==> src/rtl/apb2axi_pkg.sv <==
// Shared types and default sizing for the APB-to-AXI outstanding-command directory.
package apb2axi_pkg;

    localparam int AXI_ADDR_W  = 40;
    localparam int DIR_ENTRIES = 8;
    localparam int TAG_W       = $clog2(DIR_ENTRIES);

    typedef enum logic [1:0] {
        FREE    = 2'd0,
        PENDING = 2'd1,
        ISSUED  = 2'd2,
        DONE    = 2'd3
    } dir_state_e;

    // The address lives in a separately sized array so it can follow the
    // AXI_ADDR_W override of the directory; everything else is per-slot here.
    typedef struct packed {
        dir_state_e  state;
        logic [7:0]  len;
        logic [2:0]  size;
        logic        is_write;
        logic        err;
    } dir_entry_t;

endpackage

==> src/rtl/apb2axi_tag_fifo.sv <==
// Tag FIFO holding slot indices in commit order until the AXI issue stage takes them.
module apb2axi_tag_fifo #(
    parameter int DEPTH = 8,
    parameter int W     = 3
) (
    input  logic         clk,
    input  logic         rst,
    input  logic         push,
    input  logic [W-1:0] push_data,
    input  logic         pop,
    output logic         empty,
    output logic [W-1:0] head
);
    import apb2axi_pkg::*;

    localparam int PW = $clog2(DEPTH);

    logic [W-1:0] mem_q [DEPTH];
    logic [W-1:0] mem_d [DEPTH];
    logic [PW:0]  wr_q, wr_d;
    logic [PW:0]  rd_q, rd_d;

    // Pointers carry one extra wrap bit so equal pointers unambiguously mean empty.
    assign empty = (wr_q == rd_q);
    assign head  = mem_q[rd_q[PW-1:0]];

    always_comb begin
        mem_d = mem_q;
        wr_d  = wr_q;
        rd_d  = rd_q;
        if (push) begin
            mem_d[wr_q[PW-1:0]] = push_data;
            wr_d                = wr_q + (PW+1)'(1);
        end
        if (pop && !empty) begin
            rd_d = rd_q + (PW+1)'(1);
        end
    end

    always_ff @(posedge clk or posedge rst) begin
        if (rst) begin
            wr_q <= '0;
            rd_q <= '0;
            for (int i = 0; i < DEPTH; i++) begin
                mem_q[i] <= '0;
            end
        end else begin
            wr_q  <= wr_d;
            rd_q  <= rd_d;
            mem_q <= mem_d;
        end
    end

endmodule

==> src/rtl/apb2axi_directory.sv <==
// Outstanding-command directory: allocates slots on commit, issues them in commit
// order, tracks AXI completion, and frees them when software retires the slot.
module apb2axi_directory #(
    parameter int AXI_ADDR_W  = apb2axi_pkg::AXI_ADDR_W,
    parameter int DIR_ENTRIES = 8,
    parameter int TAG_W       = $clog2(DIR_ENTRIES)
) (
    input  logic                  pclk,
    input  logic                  preset,
    input  logic                  commit_pulse,
    input  logic [AXI_ADDR_W-1:0] addr,
    input  logic [7:0]            len,
    input  logic [2:0]            size,
    input  logic                  is_write,
    output logic                  cmd_valid,
    input  logic                  cmd_ready,
    output logic [TAG_W-1:0]      cmd_tag,
    output logic [AXI_ADDR_W-1:0] cmd_addr,
    output logic [7:0]            cmd_len,
    output logic [2:0]            cmd_size,
    output logic                  cmd_is_write,
    input  logic                  cpl_valid,
    input  logic [TAG_W-1:0]      cpl_tag,
    input  logic                  cpl_err,
    input  logic                  ret_valid,
    input  logic [TAG_W-1:0]      ret_tag,
    input  logic [TAG_W-1:0]      sts_tag,
    output logic [1:0]            sts_state,
    output logic                  sts_err,
    output logic [TAG_W:0]        free_count,
    output logic                  full,
    output logic                  overflow,
    output logic                  proto_err
);
    import apb2axi_pkg::*;

    dir_entry_t            entry_q [DIR_ENTRIES];
    dir_entry_t            entry_d [DIR_ENTRIES];
    logic [AXI_ADDR_W-1:0] addr_q  [DIR_ENTRIES];
    logic [AXI_ADDR_W-1:0] addr_d  [DIR_ENTRIES];
    logic                  overflow_q, overflow_d;
    logic                  proto_err_q, proto_err_d;

    logic [TAG_W:0]   free_cnt;
    logic [TAG_W-1:0] alloc_tag;
    logic [TAG_W-1:0] head_tag;
    logic             have_free;
    logic             alloc;
    logic             pop;
    logic             fifo_empty;

    // Scan from the top so the last hit is the lowest FREE index. Only registered
    // state is looked at, so a slot retired this cycle is not allocatable yet.
    always_comb begin
        free_cnt  = '0;
        have_free = 1'b0;
        alloc_tag = '0;
        for (int i = DIR_ENTRIES - 1; i >= 0; i--) begin
            if (entry_q[i].state == FREE) begin
                free_cnt  = free_cnt + (TAG_W+1)'(1);
                have_free = 1'b1;
                alloc_tag = TAG_W'(i);
            end
        end
    end

    assign alloc      = commit_pulse && have_free;
    assign cmd_valid  = !fifo_empty;
    assign pop        = cmd_valid && cmd_ready;
    assign full       = !have_free;
    assign free_count = free_cnt;
    assign overflow   = overflow_q;
    assign proto_err  = proto_err_q;

    assign cmd_tag      = head_tag;
    assign cmd_addr     = addr_q[head_tag];
    assign cmd_len      = entry_q[head_tag].len;
    assign cmd_size     = entry_q[head_tag].size;
    assign cmd_is_write = entry_q[head_tag].is_write;

    assign sts_state = entry_q[sts_tag].state;
    assign sts_err   = entry_q[sts_tag].err;

    apb2axi_tag_fifo #(
        .DEPTH (DIR_ENTRIES),
        .W     (TAG_W)
    ) u_tag_fifo (
        .clk       (pclk),
        .rst       (preset),
        .push      (alloc),
        .push_data (alloc_tag),
        .pop       (pop),
        .empty     (fifo_empty),
        .head      (head_tag)
    );

    // Each event is gated by the slot's current state, and those states are
    // mutually exclusive, so alloc/pop/cpl/ret never write the same slot.
    always_comb begin
        entry_d     = entry_q;
        addr_d      = addr_q;
        overflow_d  = overflow_q;
        proto_err_d = proto_err_q;

        if (commit_pulse && !have_free) begin
            overflow_d = 1'b1;
        end
        if (alloc) begin
            entry_d[alloc_tag].state    = PENDING;
            entry_d[alloc_tag].len      = len;
            entry_d[alloc_tag].size     = size;
            entry_d[alloc_tag].is_write = is_write;
            entry_d[alloc_tag].err      = 1'b0;
            addr_d[alloc_tag]           = addr;
        end
        if (pop) begin
            entry_d[head_tag].state = ISSUED;
        end
        if (cpl_valid) begin
            if (entry_q[cpl_tag].state == ISSUED) begin
                entry_d[cpl_tag].state = DONE;
                entry_d[cpl_tag].err   = cpl_err;
            end else begin
                proto_err_d = 1'b1;
            end
        end
        if (ret_valid) begin
            if (entry_q[ret_tag].state == DONE) begin
                entry_d[ret_tag].state = FREE;
                entry_d[ret_tag].err   = 1'b0;
            end else begin
                proto_err_d = 1'b1;
            end
        end
    end

    always_ff @(posedge pclk or posedge preset) begin
        if (preset) begin
            overflow_q  <= 1'b0;
            proto_err_q <= 1'b0;
            for (int i = 0; i < DIR_ENTRIES; i++) begin
                entry_q[i] <= '0;
                addr_q[i]  <= '0;
            end
        end else begin
            overflow_q  <= overflow_d;
            proto_err_q <= proto_err_d;
            entry_q     <= entry_d;
            addr_q      <= addr_d;
        end
    end

endmodule
==> config.mk <==
export PLATFORM = sky130hd
export DESIGN_NAME = apb2axi_directory
export DESIGN_NICKNAME = d
export VERILOG_FILES = /design/src/rtl/apb2axi_pkg.sv /design/src/rtl/apb2axi_tag_fifo.sv /design/src/rtl/apb2axi_directory.sv
export SDC_FILE = /design/constraint.sdc
export NUM_CORES = 1
export LEC_CHECK = 0
export ABC_AREA = 0
export BUFFER_PORTS_ARGS = -buffer_cell sky130_fd_sc_hd__buf_2
export CELL_PAD_IN_SITES_DETAIL_PLACEMENT = 2
export CELL_PAD_IN_SITES_GLOBAL_PLACEMENT = 2
export CORE_MARGIN = 2
export CORE_UTILIZATION = 50
export CTS_BUF_LIST = sky130_fd_sc_hd__clkbuf_8
export CTS_CLUSTER_SIZE = 14
export DETAILED_ROUTE_END_ITERATION = 10
export PLACE_DENSITY = 0.95
export SYNTH_ARGS = -nofsm -noshare
export SYNTH_HDL_FRONTEND = slang
export SYNTH_HIERARCHICAL = 1
export SYNTH_SLANG_ARGS = --single-unit
==> constraint.sdc <==
create_clock -name pclk -period 24.6 [get_ports pclk]
set_input_delay 1.23 -clock pclk [delete_from_list [all_inputs] [get_ports pclk]]
set_output_delay 1.23 -clock pclk [all_outputs]
set_load 0.1 [all_outputs]
* Word level (Yosys, flattened, before mapping)
Cells that the tools add are included.
** Word-level totals
- Register bits :: 474
- Bits of input ports :: 68
- Output and inout bits :: 66
- Logic and storage cells :: 198
** Cells by class
- Add/sub/neg operators :: 9
- $lt $le $gt $ge :: 12
- Equal/unequal tests :: 3
- Mux-type cells :: 88
- Bitwise operators :: 7
- Reduce and logical (&&, ||, !) cells :: 19
** Operator list (count)
- bitwise mux 120 bit :: 10
- 2-to-1 mux 120 bit :: 6
- demux 15 bit (select 3 bit) :: 10
- bitwise mux 320 bit :: 1
- binary-select mux 15 bit (select 3 bit) :: 4
- 2-to-1 mux 15 bit :: 10
- binary-select mux 40 bit (select 3 bit) :: 1
- demux 40 bit (select 3 bit) :: 1
- 2-to-1 mux 40 bit :: 3
- 2-to-1 mux 13 bit :: 3
- adder 4 x 1 -> 4 bit (second input constant) :: 9
- 2-to-1 mux 3 bit :: 11
- >= comparator 4 bit (second input constant) :: 7
- 2-to-1 mux 4 bit :: 7
- inverter 3 -> 4 bit :: 7
- bitwise mux 24 bit :: 1
- less-than comparator 4 x 1 -> 1 bit (second input constant) :: 5
- zero test 2 bit :: 8
- 2-to-1 mux 1 bit :: 16
- binary-select mux 3 bit (select 3 bit) :: 1
- demux 3 bit (select 3 bit) :: 1
- logical AND 1 bit :: 9
- 2-to-1 mux 5 bit :: 1
- equality test 2 bit (second input constant) :: 2
- 3 further kinds :: 4

* Longest topological paths before layout
- Word-level depth :: 30
- Mapped depth :: 19
- Mapped depth without buffers :: 19

* By module
Netlist, hierarchy kept.
** Modules (own cells, without submodules)
- apb2axi_directory :: instances 1, cells each 1378, area each 20975.1 um^2, sequential area each 11060.6 um^2
- apb2axi_tag_fifo :: instances 1, cells each 104, area each 1565.3 um^2, sequential area each 800.8 um^2

* Least setup slack after synthesis
Ideal clock, no wire load.
- Path kind :: reg2out
- Start :: register entry_q[28] (netlist name)
- End :: output free_count[2]
- Data arrival time :: 5290 ps
- Data required time :: 23370 ps
- Setup slack :: 18080 ps
- Cell stages (with the launch flop) :: 19
- Cell sequence :: dfrtp_1 > or2_2 > ha_1 > nor3_1 > or2_2 > ha_1 > nor3b_1 > a21o_1 > ha_1 > nor2_1 > nor2_1 > ha_1 > nand2_1 > o31ai_1 > ha_1 > mux2_2 > ha_1 > nand2_1 > xnor2_1
** On the way
- Word-level cells in the longest chain between the ends :: 14
** Ends and longest elaborated chain
- start, declared :: RTL line apb2axi_directory.sv:37 : dir_entry_t entry_q [DIR_ENTRIES];
- start signal, assigned :: RTL line apb2axi_directory.sv:148 : entry_q <= entry_d;
- zero test 2 bit * :: RTL line apb2axi_directory.sv:59 : if (entry_q[i].state == FREE) begin
- 2-to-1 mux 4 bit * :: RTL line apb2axi_directory.sv:59
- adder 4 x 1 -> 4 bit :: RTL line apb2axi_directory.sv:60 : free_cnt = free_cnt + (TAG_W+1)'(1);
- 2-to-1 mux 4 bit * :: RTL line apb2axi_directory.sv:59
- adder 4 x 1 -> 4 bit :: RTL line apb2axi_directory.sv:60
- 2-to-1 mux 4 bit * :: RTL line apb2axi_directory.sv:59
- adder 4 x 1 -> 4 bit :: RTL line apb2axi_directory.sv:60
- 2-to-1 mux 4 bit * :: RTL line apb2axi_directory.sv:59
- adder 4 x 1 -> 4 bit :: RTL line apb2axi_directory.sv:60
- 2-to-1 mux 4 bit * :: RTL line apb2axi_directory.sv:59
- adder 4 x 1 -> 4 bit :: RTL line apb2axi_directory.sv:60
- 2-to-1 mux 4 bit * :: RTL line apb2axi_directory.sv:59
- adder 4 x 1 -> 4 bit :: RTL line apb2axi_directory.sv:60
- 2-to-1 mux 4 bit * :: RTL line apb2axi_directory.sv:59
- end, declared :: RTL line apb2axi_directory.sv:30 : output logic [TAG_W:0] free_count,
Every way passes the cells marked *; elsewhere a longest branch is shown, timed or not.

* Worst setup path after layout
Ends and elaborated chain as after synthesis.

==> results.txt <==
----------------------------------------------------
[Worst hold path]
  Number of instances on the worst hold path ... 1
  Hold Path Origin ... addr_q[14]
  End point of the worst hold path ... addr_q[14]
  Type of the tightest min-delay check ... reg -> reg

[Synthesis]
  Xor/xnor share of the synthesized area ... 0.00977
  Portion of synthesized cell area occupied by the leading cell type ... 0.526
  Share of synthesized cell area in full adder, half adder and majority cells ... 0.00611
  Share of cell area taken by muxes after synthesis ... 0.369
  Number of synthesized flops with an enable pin ... 0
  Post-synthesis share of cell area spent on and, or, nand and nor gates ... 0.0387
  Yosys warning count ... 6
  Cell taking the most area after synthesis ... sky130_fd_sc_hd__dfrtp_1
  Instance count of the mapped netlist ... 1,482
  Nets in the synthesized netlist ... 1,561
  Flip-flop and latch count after synthesis ... 474
  Share of the yosys chip area belonging to registers ... 0.526
  Asr flop ratio synth ... 1.00
  Compound-gate portion of the synthesized area ... 0.0261
  Unique cell type count in the Yosys netlist ... 70
  Synthesized area ... 0.0225 mm2
  Top area cells in the synthesized netlist ... sky130_fd_sc_hd__dfrtp_1, sky130_fd_sc_hd__mux2_2, sky130_fd_sc_hd__mux4_2
  Syn_area_per_cell ... 15.2 um2
  Most frequently used flop master after synthesis ... sky130_fd_sc_hd__dfrtp_1
  Largest family of logic cells by synthesized area ... multiplexers

[Setup path]
  Nature of the critical path startpoint ... register
  Crit path buffers/inverters ... 1
  Worst endpoint data arrival time ... 5.88 ns
  Critical path's largest stage delay ... 0.58 ns
  Largest delay contributor family on the critical path ... simple AND/OR/NAND/NOR gates
  Critical path start-end classification ... reg -> out
  Cell repeated most along the worst path ... sky130_fd_sc_hd__ha_1
  Sequence of cells on the critical path ... or2_2, ha_1, nor3_1, or2_2, ha_1, nor3b_1, a21o_1, ha_1, nor2_1, nor2_1, ha_1, nand2_1, o31ai_1, ha_1, mux2_2, ha_1, nand2_1, xnor2_1, buf_2
  Start of the worst register-to-register path ... entry_q[118]
  Endpoint kind of the worst setup timing path ... output port
  Standard cell with the maximum stage delay on the critical path ... sky130_fd_sc_hd__nor3_1
  Critical path fanouts, max ... 7
  Count of cells along the worst register-to-register path ... 8
  R2R Path End ... u_tag_fifo/mem_q[17]
  R2R setup slack ... 20.61 ns
  CP required ... 23.37 ns

[Floorplanning]
  Std-Cell Core Area ... 0.0443 mm2
  Ports ... 134
  Floorplan row count ... 77
  Die X-Extent ... 216 um
  Die outline height ... 216 um
  Area of the die ... 0.0468 mm2
  Initial core utilization ... 0.509

[Finish]
  Number of filler instances in the final layout ... 3,901
  Commonest non-fill, non-tap cell in the layout ... sky130_fd_sc_hd__mux2_2
  Fraction of layout cells with a size suffix above 1 ... 0.551
  Leading cell types in the layout, fill and taps excluded ... sky130_fd_sc_hd__mux2_2, sky130_fd_sc_hd__dfrtp_1, sky130_fd_sc_hd__buf_2
  Growth of design area from synthesis to finish ... 12.3%
  Nets@finish ... 1,695
  Finished Layout Cells ... 2,274

[Global route]
  Tot GR Track Use ... 0.359
  Met2 Track Usage GR ... 0.615
  Largest net degree at the start of global routing ... 142
  GR Overflow Total ... 0
  Met1 Track Usage GR ... 0.422
  Routing layer with the top usage in global route ... met2
  Antenna violations before repair ... 10
  Number of global-route vias before repair ... 17,583
  Global routing met3 resource utilization ... 0.0719
  First-pass GRT wire length ... 123,000 um

[Routing]
  Via-to-Cell Ratio ... 6.85
  Total number of vias ... 15,583
  Aggregate routed wire length ... 92,600 um
  Average detailed-routed wire length per instance ... 40.7 um
  First-pass detailed-route iteration total ... 5
  Count of antenna-violating nets left after detailed routing ... 0
  First DRT Iteration DRCs ... 1,475
  Final routed DRC violation total ... 0

[Place]
  DP HPWL ... 41,900 um
  GPL Wtd Cong ... 0.809
  Buffers added on ports ... 133
  DP Cell Count ... 2,126

[Clock network]
  Deepest level of the CTS H-tree ... 3
  CTS-repair resized insts ... 0
  Count of clock tree sinks ... 474
  # hold bufs at CTS ... 0
  Skew-Pair Late Insertion Delay ... 0.70 ns
  Clock root buffer master ... sky130_fd_sc_hd__clkbuf_8
  Maximum clock path buffer count ... 3
  Clock slew at the register clock pins of the worst setup and hold paths ... 0.07 ns
  TritonCTS Buffers ... 80
  TritonCTS clock tree ... built
  Buffers inserted by post-CTS timing repair ... 0

[Outcome]
  Result of the run ... finished clean

[STA]
  Hold Violations, Final ... 0
  Period utilisation layout ... 0.289
  Post-layout min period ... 7.11 ns
  Fmax achieved ... 0.141 GHz
  Number of pins with negative max-slew slack in the final report ... 0
  Setup clock skew after layout ... 0.0420 ns
  Total of endpoints with negative setup slack in the final report ... 0
  RSZ-0062 raised after global routing ... no
  Worst slew margin relative to its limit ... 0.0924
  Worst-Margin Slew ... 1.36 ns
  Summed negative setup slack over all endpoints ... 0 ns

[Flow run]
  Max-capacitance violation count ... 0

----------------------------------------------------
[cells by family (layout without fill, tap and decap cells)]
| kind of cell | Yosys count | count (layout) |
|---|---|---|
| adder cells (fa/ha/maj) | 11 | 11 |
| XOR/XNOR | 20 | 20 |
| AND/OR/NAND/NOR | 160 | 160 |
| buffers and inverters | 112 | 303 |
| multiplexers | 622 | 622 |
| AO/OA/AOI/OAI | 83 | 83 |
| other | 0 | 9 |
| flip-flops | 474 | 474 |
[flip-flops by register name, indices dropped and copies added, names as in the netlist]
register,cells
addr_q,320
u_tag_fifo/rd_q,4
u_tag_fifo/mem_q,24
overflow,1
proto_err,1
entry_q,120
u_tag_fifo/wr_q,4
[Yosys cell counts, drive strengths merged, types with 3 or more instances]
cell type / n
or2: 12
nand2b: 4
nor2: 40
a21o: 3
o21ai: 17
or4: 6
nor2b: 7
nand3: 18
ha: 11
nor3: 6
a21boi: 5
nand4: 3
a311oi: 3
nand3b: 4
o211ai: 7
or3b: 3
nor3b: 6
a21oi: 18
o21a: 4
o311ai: 4
a31oi: 3
xnor2: 9
and3: 4
a211oi: 3
nand4b: 4
mux2: 501
nand2: 27
mux4: 117
mux2i: 4
or3: 9
dfrtp: 474
buf: 58
clkbuf: 39
inv: 14
xor2: 9
[worst reg2reg max path, delay by kind of cell, from the launching register on]
family	cells	cell delay, ns
DFF	1	0.54
muxes	1	0.43
and+or+nand+nor	7	2.89
[stage by stage]
stage	area (um2)	worst slack [ns]	hold slack, ns	util
after global placement	23700	18.70	0.449	0.535
after detailed placement	23700	18.46	0.445	0.535
after floorplan	22500	11.05	0.461	-
final	25300	17.49	0.509	0.571
after global routing	25300	17.27	0.528	0.571
after CTS	25300	17.66	0.456	0.570
[how the worst max path moves through the flow]
stage	to	depth (start not counted)	slack [ns]	from
3_3_place_gp	free_count[2]	19	18.70	entry_q[28]
2_1_floorplan	addr_q[0]	1	11.05	preset
3_5_place_dp	free_count[2]	19	18.46	entry_q[28]
6_report	free_count[2]	19	17.49	entry_q[28]
5_1_grt	free_count[2]	19	17.27	entry_q[28]
4_1_cts	free_count[2]	19	17.66	entry_q[28]
[cell type report]
| class | instances | area [um2] | area share |
|---|---|---|---|
| antenna | 9 | 22.5 | 0.000890 |
| clock buffer | 97 | 1340 | 0.0528 |
| clock inverter | 42 | 241 | 0.00954 |
| inverter | 14 | 60.1 | 0.00237 |
| multi-input combinational | 896 | 10200 | 0.405 |
| sequential | 474 | 11900 | 0.469 |
| tap | 592 | 741 | 0.0293 |
| timing repair buffer | 150 | 793 | 0.0313 |
[layer usage]
| layer | routed length [um] | share of wire | vias up |
|---|---|---|---|
| met3 | 5690 | 0.061 | 353 |
| met4 | 5560 | 0.060 | 2 |
| met2 | 47200 | 0.51 | 885 |
| li1 | - | - | 5816 |
| met5 | 7 | 0.000076 | - |
| met1 | 34100 | 0.37 | 8527 |
Power is left out: the tool's default activity adds up to more than one toggle a clock period on the data nets, which glitch-free logic cannot reach.
